**src/rtl/inst_fetch_sequencer_if.sv**
```systemverilog
`default_nettype none
// ============================================================================
//  Module   : inst_fetch_sequencer_if
//  Purpose  : Bundles the instruction-memory, decode-handshake and redirect
//             signals of the fetch sequencer.
//  Modports : master - the fetch sequencer (drives address, fetch outputs)
//             slave  - memory/decode/branch side (drives read data, ready,
//                      branch redirect)
//  Signals  : Inst_Address[63:0], Instruction[31:0], Fetch_Valid,
//             Fetch_Ready, Fetch_Instruction[31:0], Fetch_PC[63:0],
//             Branch_Taken, Branch_Target[63:0], Fetch_Fault
//  Revision : 1.0 - initial release
// ============================================================================
interface inst_fetch_sequencer_if;
    logic [63:0] Inst_Address;
    logic [31:0] Instruction;
    logic        Fetch_Valid;
    logic        Fetch_Ready;
    logic [31:0] Fetch_Instruction;
    logic [63:0] Fetch_PC;
    logic        Branch_Taken;
    logic [63:0] Branch_Target;
    logic        Fetch_Fault;

    modport master (
        output Inst_Address,
        input  Instruction,
        output Fetch_Valid,
        input  Fetch_Ready,
        output Fetch_Instruction,
        output Fetch_PC,
        input  Branch_Taken,
        input  Branch_Target,
        output Fetch_Fault
    );

    modport slave (
        input  Inst_Address,
        output Instruction,
        input  Fetch_Valid,
        output Fetch_Ready,
        input  Fetch_Instruction,
        input  Fetch_PC,
        output Branch_Taken,
        output Branch_Target,
        input  Fetch_Fault
    );
endinterface
`default_nettype wire

```
**src/rtl/inst_fetch_sequencer.sv**
```systemverilog
`default_nettype none
// ============================================================================
//  Module   : inst_fetch_sequencer
//  Purpose  : Owns the program counter, fetches 32-bit words from the
//             byte-addressed instruction memory, presents them to decode via
//             a valid/ready handshake, applies branch redirects and raises a
//             sticky fault on misaligned or out-of-range fetches.
//  Ports    : clk   - single clock, rising edge
//             reset - asynchronous, active-high
//             bus   - inst_fetch_sequencer_if.master (memory address/data,
//                     decode handshake, branch redirect, fault flag)
//  Params   : MEM_BYTES - instruction memory size in bytes (multiple of 4)
//             RESET_PC  - word-aligned PC loaded on reset
//  Options  : IFU_BRANCH_BYPASS_EN - when defined, a redirect drives the
//             target straight onto Inst_Address and fetches it on the same
//             edge (no bubble); otherwise the redirect costs one bubble.
//  Revision : 1.0 - initial release
// ============================================================================
module inst_fetch_sequencer #(
    parameter int unsigned MEM_BYTES = 128,
    parameter logic [63:0] RESET_PC  = 64'h0
) (
    input  wire logic               clk,
    input  wire logic               reset,
    inst_fetch_sequencer_if.master  bus
);

    localparam logic [1:0]  S_FETCH     = 2'd0;
    localparam logic [1:0]  S_VALID     = 2'd1;
    localparam logic [1:0]  S_FAULT     = 2'd2;
    localparam logic [64:0] c_MEM_LIMIT = 65'(MEM_BYTES);

    logic [1:0]  r_state;
    logic [63:0] r_pc;
    logic        r_valid;
    logic [31:0] r_inst;
    logic [63:0] r_fpc;
    logic        r_fault;

    logic [63:0] w_fetch_addr;
    logic [63:0] w_next_pc;
    logic        w_fetch_legal;
    logic        w_attempt;      // try to fetch w_fetch_addr this edge
    logic        w_load_target;  // bubble redirect: load PC only

    // The address presented to memory is also the address whose legality is
    // checked and whose word is captured, so one path serves both normal
    // fetches and bypassed redirects.
`ifdef IFU_BRANCH_BYPASS_EN
    assign w_fetch_addr = (bus.Branch_Taken && (r_state != S_FAULT)) ?
                          bus.Branch_Target : r_pc;
`else
    assign w_fetch_addr = r_pc;
`endif

    // 65-bit compare so an address near 2^64 cannot wrap into range.
    assign w_fetch_legal = (w_fetch_addr[1:0] == 2'b00) &&
                           (({1'b0, w_fetch_addr} + 65'd4) <= c_MEM_LIMIT);
    assign w_next_pc     = w_fetch_addr + 64'd4;

    always_comb begin
        w_attempt     = 1'b0;
        w_load_target = 1'b0;
        case (r_state)
            S_FETCH: begin
`ifdef IFU_BRANCH_BYPASS_EN
                w_attempt     = 1'b1;
`else
                w_load_target = bus.Branch_Taken;
                w_attempt     = !bus.Branch_Taken;
`endif
            end
            S_VALID: begin
`ifdef IFU_BRANCH_BYPASS_EN
                w_attempt     = bus.Branch_Taken || bus.Fetch_Ready;
`else
                // Redirect outranks ready: the held word is discarded.
                w_load_target = bus.Branch_Taken;
                w_attempt     = !bus.Branch_Taken && bus.Fetch_Ready;
`endif
            end
            default: begin
                // FAULT is terminal until reset; redirects are ignored.
                w_attempt     = 1'b0;
                w_load_target = 1'b0;
            end
        endcase
    end

    always_ff @(posedge clk or posedge reset) begin
        if (reset) begin
            r_state <= S_FETCH;
            r_pc    <= RESET_PC;
            r_valid <= 1'b0;
            r_inst  <= 32'd0;
            r_fpc   <= 64'd0;
            r_fault <= 1'b0;
        end else if (w_load_target) begin
            r_pc    <= bus.Branch_Target;
            r_valid <= 1'b0;
            r_state <= S_FETCH;
        end else if (w_attempt) begin
            if (w_fetch_legal) begin
                r_inst  <= bus.Instruction;
                r_fpc   <= w_fetch_addr;
                r_pc    <= w_next_pc;
                r_valid <= 1'b1;
                r_state <= S_VALID;
            end else begin
                // PC freezes at the faulting address (a bypassed target
                // included) so the failing fetch stays visible.
                r_pc    <= w_fetch_addr;
                r_valid <= 1'b0;
                r_fault <= 1'b1;
                r_state <= S_FAULT;
            end
        end
    end

    assign bus.Inst_Address      = w_fetch_addr;
    assign bus.Fetch_Valid       = r_valid;
    assign bus.Fetch_Instruction = r_inst;
    assign bus.Fetch_PC          = r_fpc;
    assign bus.Fetch_Fault       = r_fault;

endmodule
`default_nettype wire

```
**src/flat_wrapper.sv**
```systemverilog
// flat-port wrapper written by rule: the top's interface ports become plain ports
module inst_fetch_sequencer_flat 
#(
    parameter int unsigned MEM_BYTES = 128,
    parameter logic [63:0] RESET_PC  = 64'h0
)
  (clk, reset, bus_Inst_Address, bus_Instruction, bus_Fetch_Valid, bus_Fetch_Ready, bus_Fetch_Instruction, bus_Fetch_PC, bus_Branch_Taken, bus_Branch_Target, bus_Fetch_Fault);
  inst_fetch_sequencer_if bus_i ();
  input  wire logic clk;
  input  wire logic reset;
  output wire logic [$bits(bus_i.Inst_Address)-1:0] bus_Inst_Address;
  input wire logic [$bits(bus_i.Instruction)-1:0] bus_Instruction;
  output wire logic [$bits(bus_i.Fetch_Valid)-1:0] bus_Fetch_Valid;
  input wire logic [$bits(bus_i.Fetch_Ready)-1:0] bus_Fetch_Ready;
  output wire logic [$bits(bus_i.Fetch_Instruction)-1:0] bus_Fetch_Instruction;
  output wire logic [$bits(bus_i.Fetch_PC)-1:0] bus_Fetch_PC;
  input wire logic [$bits(bus_i.Branch_Taken)-1:0] bus_Branch_Taken;
  input wire logic [$bits(bus_i.Branch_Target)-1:0] bus_Branch_Target;
  output wire logic [$bits(bus_i.Fetch_Fault)-1:0] bus_Fetch_Fault;
  assign bus_Inst_Address = bus_i.Inst_Address;
  assign bus_i.Instruction = bus_Instruction;
  assign bus_Fetch_Valid = bus_i.Fetch_Valid;
  assign bus_i.Fetch_Ready = bus_Fetch_Ready;
  assign bus_Fetch_Instruction = bus_i.Fetch_Instruction;
  assign bus_Fetch_PC = bus_i.Fetch_PC;
  assign bus_i.Branch_Taken = bus_Branch_Taken;
  assign bus_i.Branch_Target = bus_Branch_Target;
  assign bus_Fetch_Fault = bus_i.Fetch_Fault;
  inst_fetch_sequencer #(.MEM_BYTES(MEM_BYTES), .RESET_PC(RESET_PC)) u_core (.clk(clk), .reset(reset), .bus(bus_i));
endmodule
```
**config.mk**
```make
export PLATFORM = sky130hd
export DESIGN_NAME = inst_fetch_sequencer_flat
export DESIGN_NICKNAME = d
export VERILOG_FILES = /design/src/rtl/inst_fetch_sequencer_if.sv /design/src/rtl/inst_fetch_sequencer.sv /design/src/flat_wrapper.sv
export SDC_FILE = /design/constraint.sdc
export NUM_CORES = 1
export LEC_CHECK = 0
export BUFFER_PORTS_ARGS = -buffer_cell sky130_fd_sc_hd__buf_2
export CAP_MARGIN = 20
export CORE_MARGIN = 2
export CORE_UTILIZATION = 52
export CTS_BUF_LIST = sky130_fd_sc_hd__clkbuf_4 sky130_fd_sc_hd__clkbuf_8
export DETAILED_ROUTE_END_ITERATION = 10
export PLACE_DENSITY = 0.83
export SLEW_MARGIN = 20
export SYNTH_ARGS = -nofsm -noshare
export SYNTH_HDL_FRONTEND = slang
export SYNTH_SLANG_ARGS = --single-unit
```
**constraint.sdc**
```tcl
create_clock -name clk -period 6.9 [get_ports clk]
set_input_delay 0.69 -clock clk [delete_from_list [all_inputs] [get_ports clk]]
set_output_delay 0.69 -clock clk [all_outputs]
set_load 0.02 [all_outputs]
```
---- Yosys cells after proc, flatten, opt, wreduce, memory -nomap -nowiden ----
Cells that the tools add are included.
storage, ports and cells
  bits in registers ....................... 164
  latch bits .............................. 0
  RAM bits ................................ 0
  memory bits (read-only) ................. 0
  output and inout port bits .............. 162
  memories kept ........................... 0
cells by class
  add/sub/neg operators ................... 2
  $mul .................................... 0
  divide/modulo/power cells ............... 0
  magnitude comparators ................... 1
  eq/ne operators ......................... 1
  shift operators ......................... 0
  multiplexer cells ....................... 11
  bitwise logic cells ..................... 2
  reduce and logical (&&, ||, !) cells .... 11
operator list
  kind                                                  number
  2-to-1 mux 64 bit                                     3
  adder 64 x 3 -> 65 bit, second input constant         1
  <= comparator 65 x 8 -> 1 bit, second input constant  1
  adder 64 x 3 -> 64 bit, second input constant         1
  2-to-1 mux 2 bit                                      3
  AND reduction 3 bit                                   2
  logical NOT 2 bit                                     2
  2-to-1 mux 1 bit                                      4
  nonzero test 2 bit                                    2
  equality test 2 x 1 -> 1 bit, second input constant   1
  logical AND 1 bit                                     2
  NOT 1 bit                                             2
  one-hot mux 1 bit (2 select lines)                    1
  AND reduction 2 bit                                   1
  OR reduction 2 bit                                    1
  logical NOT 1 bit                                     1

---- Depth between registers and ports, before layout ----
  depth after elaboration ................. 6
  gate-level depth with buffers ........... 14
  depth with buffers taken out ............ 11

---- Least setup slack after synthesis ----
OpenSTA, ideal clock, no wires.
  path kind ............................... register -> register
  start ................................... register u_core.r_pc[6] (netlist: u_core.bus.Inst_Address[6])
  end ..................................... register u_core.r_inst[0] (netlist: u_core.bus.Fetch_Instruction[0])
  setup time .............................. 0.128 ns
  data arrival time ....................... 3.236 ns
  path slack .............................. 3.536 ns
  cell stages (with the launch flop) ...... 13
  path buffers ............................ 2
  period minus slack after synthesis ...... 3.364 ns
  cell sequence ........................... dfrtp_1 -> buf_2 -> nand3_2 -> nor4_4 -> nand4_2 -> or4_1 -> o2bb2ai_1 -> nor4_2 -> nand4_1 -> or2_1 -> nand3b_4 -> buf_2 -> mux2_1
on the way
  cells in the longest elaborated chain, start to end .. 4
RTL lines
  what                           line                         RTL
  start, declared                inst_fetch_sequencer.sv:34   logic [63:0] r_pc;
  start signal, assigned         inst_fetch_sequencer.sv:99   r_pc <= bus.Branch_Target;
  start signal, assigned         inst_fetch_sequencer.sv:106  r_pc <= w_next_pc;
  start signal, assigned         inst_fetch_sequencer.sv:112  r_pc <= w_fetch_addr;
  adder 64 x 3 -> 65 bit         inst_fetch_sequencer.sv:58   (({1'b0, w_fetch_addr} + 65'd4) <= c_MEM_LIMIT);
  <= comparator 65 x 8 -> 1 bit  inst_fetch_sequencer.sv:58
  logical AND 1 bit              inst_fetch_sequencer.sv:57   assign w_fetch_legal = (w_fetch_addr[1:0] == 2'b00) &&
  AND reduction 3 bit (no line)  -
  end signal, assigned           inst_fetch_sequencer.sv:104  r_inst <= bus.Instruction;
  end, declared                  inst_fetch_sequencer.sv:36   logic [31:0] r_inst;
No other way between the ends.
A chain may end at the register's enable or synchronous reset.

---- Final worst setup path ----
  start ................................... register u_core.r_pc[3] (netlist: u_core.bus.Inst_Address[3])
  end ..................................... register u_core.r_inst[27] (netlist: u_core.bus.Fetch_Instruction[27])
Same word-level chain as after synthesis.

==> reports/metrics.yaml <==
final_cell_count_no_fill: 1104
multi_input_area_sq_um: 3308
synth_area_sq_um: 7550
die_x_um: 124.5
r2r_slack_ps: 2080
r2r_cells: 11
grt_use_total_pct: 25.27
drtPass1Iterations: 4
drt_wl_total_mm: 19.45
insertion_delay_ps: 460
rsz0062_at_grt: "no"
grt_pass1_vias: 6099
fp-row-count: 44
h-tree-depth: 4
synth_cells: 658
nNetsFinal: 1007
status: "finished, final reports clean"
switching_share_pct: 30.89
drive_gt1_share_pct: 39.76
skew_ps: 13.09
wire_per_inst_um: 17.61
die_area_sq_um: 15500
syn2layout_area_growth_pct: 24.44
switchingPower_mw: 0.6811
cts_repair_resize_count: 0
worst_slew_pin_slew_ps: 971.1
powerDensity_nw_per_um2: 234.7
critPathMaxFanout: 96
ios: 262
place_inst: 1071
leakage_nw: 4.619
finalMaxSlewViolations: 0
dieHeight_um: 124.5
clk_pin_slew_ps: 90
startpoint_type: "flop"
slew_headroom_pct: 35.26
crit_type: "flop to flop"
vias_per_cell: 5.621
hold_class: "primary input to async pin"
antenna_found_initial: 3
ff_latch_area_sq_um: 4079
hpwl_mm: 14.19
power_frac_comb_pct: 15.9
drc: 0
ys_warn_count: 0
initial_core_util_pct: 52.54
drtAntennaViolNets: 0
internal_power_mw: 1.523
grt_pass1_wl_mm: 31.24
synth_edf_count: 0
finalHoldViolations: 0
synthArstFlopShare_pct: 100.0
finalSetupTns_ps: 0
timing.final.crit_period_ps: 4817
clkPwrFrac_pct: 32.8
ir_drop_mv: 0.1596
synth_ff_type: "dfrtp_1"
ys_ff_latch: 163
fmax_mhz: 207.6
critPathCaptureType: "flop"
grt_overflow: 0
cts_buffer_depth: 2
root_buffer: "clkbuf_8"
arrival_ps: 5150
fillers: 1125
cts_setup_buffers: 0
yosysSeqAreaShare_pct: 54.03
portBuffers: 261
cts_buffers: 17
yosysUniqueCellTypes: 57
worstPathRequired_ps: 7230
r2r-start: "u_core.bus.Inst_Address[3]"
gp_congestion: 0.8777
reg2reg_to: "u_core.bus.Fetch_Instruction[27]"
synthesis.nets: 759
avgSynthCellArea_sq_um: 11.47
finalSetupViolCount: 0
period_share_pct: 69.81
cts_tree: "done"
coreArea_sq_um: 14370
cts_hold_buf: 0
dr.first_iter.drc_count: 377
clkSinkCount: 163
vias: 6206
maxCapViolations: 0
grt_max_degree: 97
power_frac_seq_pct: 51.3
[per-layer routing]
layer / global-route usage, % / wire (um)
met4: 8.790 / 521
met1: 31.86 / 8096
met3: 9.321 / 1703
met5: 0 / 11
met2: 40.37 / 9111
[power by group through the flow]
stage / Sequential (mW) / Combinational [mW] / Clock, mW
floorplan: 1.18 / 0.164 / 0
global placement: 1.14 / 0.346 / 0
detailed placement: 1.15 / 0.351 / 0
CTS: 1.13 / 0.352 / 0.745
global route: 1.14 / 0.379 / 0.783
finish: 1.13 / 0.350 / 0.724
[Yosys cell counts (7+ instances only)]
library cell,count,share of area [%]
and2_1,63,5.2
and3_1,7,0.58
clkbuf_1,23,1.1
dfrtp_1,163,54
inv_1,8,0.40
mux2_1,38,5.7
mux2_2,54,8.1
nand2_1,32,1.6
nand3_1,34,2.3
nand4_1,29,2.4
nor2_1,30,1.5
nor3_1,26,1.7
nor4_1,14,1.2
o21ai_0,14,0.93
or3_1,7,0.58
xnor2_1,8,0.93
xor2_1,18,2.1
[layout by cell type (no fill, tap or decap), types with 3 or more instances in the layout]
cell type / n
buf_2: 261
dfrtp_1: 163
and2_1: 63
mux2_2: 54
mux2_1: 38
nand3_1: 34
nand2_1: 32
nor2_1: 30
nand4_1: 29
nor3_1: 25
clkbuf_8: 20
xor2_1: 18
o21ai_0: 14
nor4_1: 14
xnor2_1: 8
inv_1: 7
or3_1: 7
and3_1: 7
and4_1: 6
mux2i_1: 6
inv_6: 5
o211ai_1: 4
a21oi_1: 4
clkinv_4: 4
a221oi_1: 3
a211oi_1: 3
a31o_2: 3
o22ai_1: 3
a31oi_1: 3
nor2b_1: 3
nor4b_1: 3
nand2b_1: 3
a22oi_1: 3
[cell type report]
| class | instances | area share (%) |
|---|---|---|
| Sequential cell | 163 | 43.41 |
| Multi-Input combinational cell | 453 | 35.21 |
| Timing Repair Buffer | 263 | 14.06 |
| Clock buffer | 20 | 2.930 |
| Tap cell | 184 | 2.450 |
| Clock inverter | 11 | 1.505 |
| Inverter | 8 | 0.3729 |
| Antenna cell | 2 | 0.05327 |
[sequential cells by signal (all words and copies together), names as in the netlist]
name and flops:
u_core.bus.Fetch_PC 64, u_core.bus.Inst_Address 64, u_core.bus.Fetch_Fault 1, u_core.r_state 2
u_core.bus.Fetch_Instruction 32
[cell families after synthesis]
family          Yosys count  share of synthesized area (%)
compound gates           54                          4.956
xor+xnor                 26                          3.016
fa+ha+maj                 1                         0.1657
buf+inv                  42                          2.320
flops                   163                          54.03
mux                      98                          14.52
simple gates            274                          21.00
[worst max path at each step]
stage / startpoint / end / slack [ps] / cells after the start
final: u_core.bus.Inst_Address[3] / u_core.bus.Fetch_Instruction[27] / 2080 / 11
after global routing: u_core.bus.Inst_Address[3] / u_core.bus.Fetch_Instruction[27] / 1610 / 11
after CTS: u_core.bus.Inst_Address[3] / u_core.bus.Fetch_Instruction[27] / 2120 / 11
after detailed placement: u_core.bus.Inst_Address[3] / u_core.bus.Fetch_Instruction[27] / 2140 / 11
after global placement: u_core.bus.Inst_Address[3] / u_core.bus.Fetch_Instruction[19] / 2170 / 11
after floorplan: reset / u_core.bus.Fetch_Fault / 1810 / 1
[critical path, stage by stage, from the launching register on]
cell,delay (ps)
dfrtp_1,460
ha_1,240
nand3_1,400
nor3_1,470
and3_1,330
xnor2_1,170
nand3_1,90
a2111oi_0,500
nand4_1,220
or2_1,330
nand3b_4,790
mux2_1,630
[stage by stage]
stage                     area [sq um]  setup WS, ps  total power, mW  util, %  hold slack [ps]
after floorplan                   7550          1805            1.346        -            590.9
after global placement            8969          2170            1.491    62.42            460.2
after detailed placement          8969          2143            1.498    62.42            457.0
after CTS                         9385          2118            2.227    65.32            373.1
after global routing              9395          1611            2.307    65.39            405.9
final                             9395          2083            2.205    65.39            370.0
(Power assumes the default switching activity.)
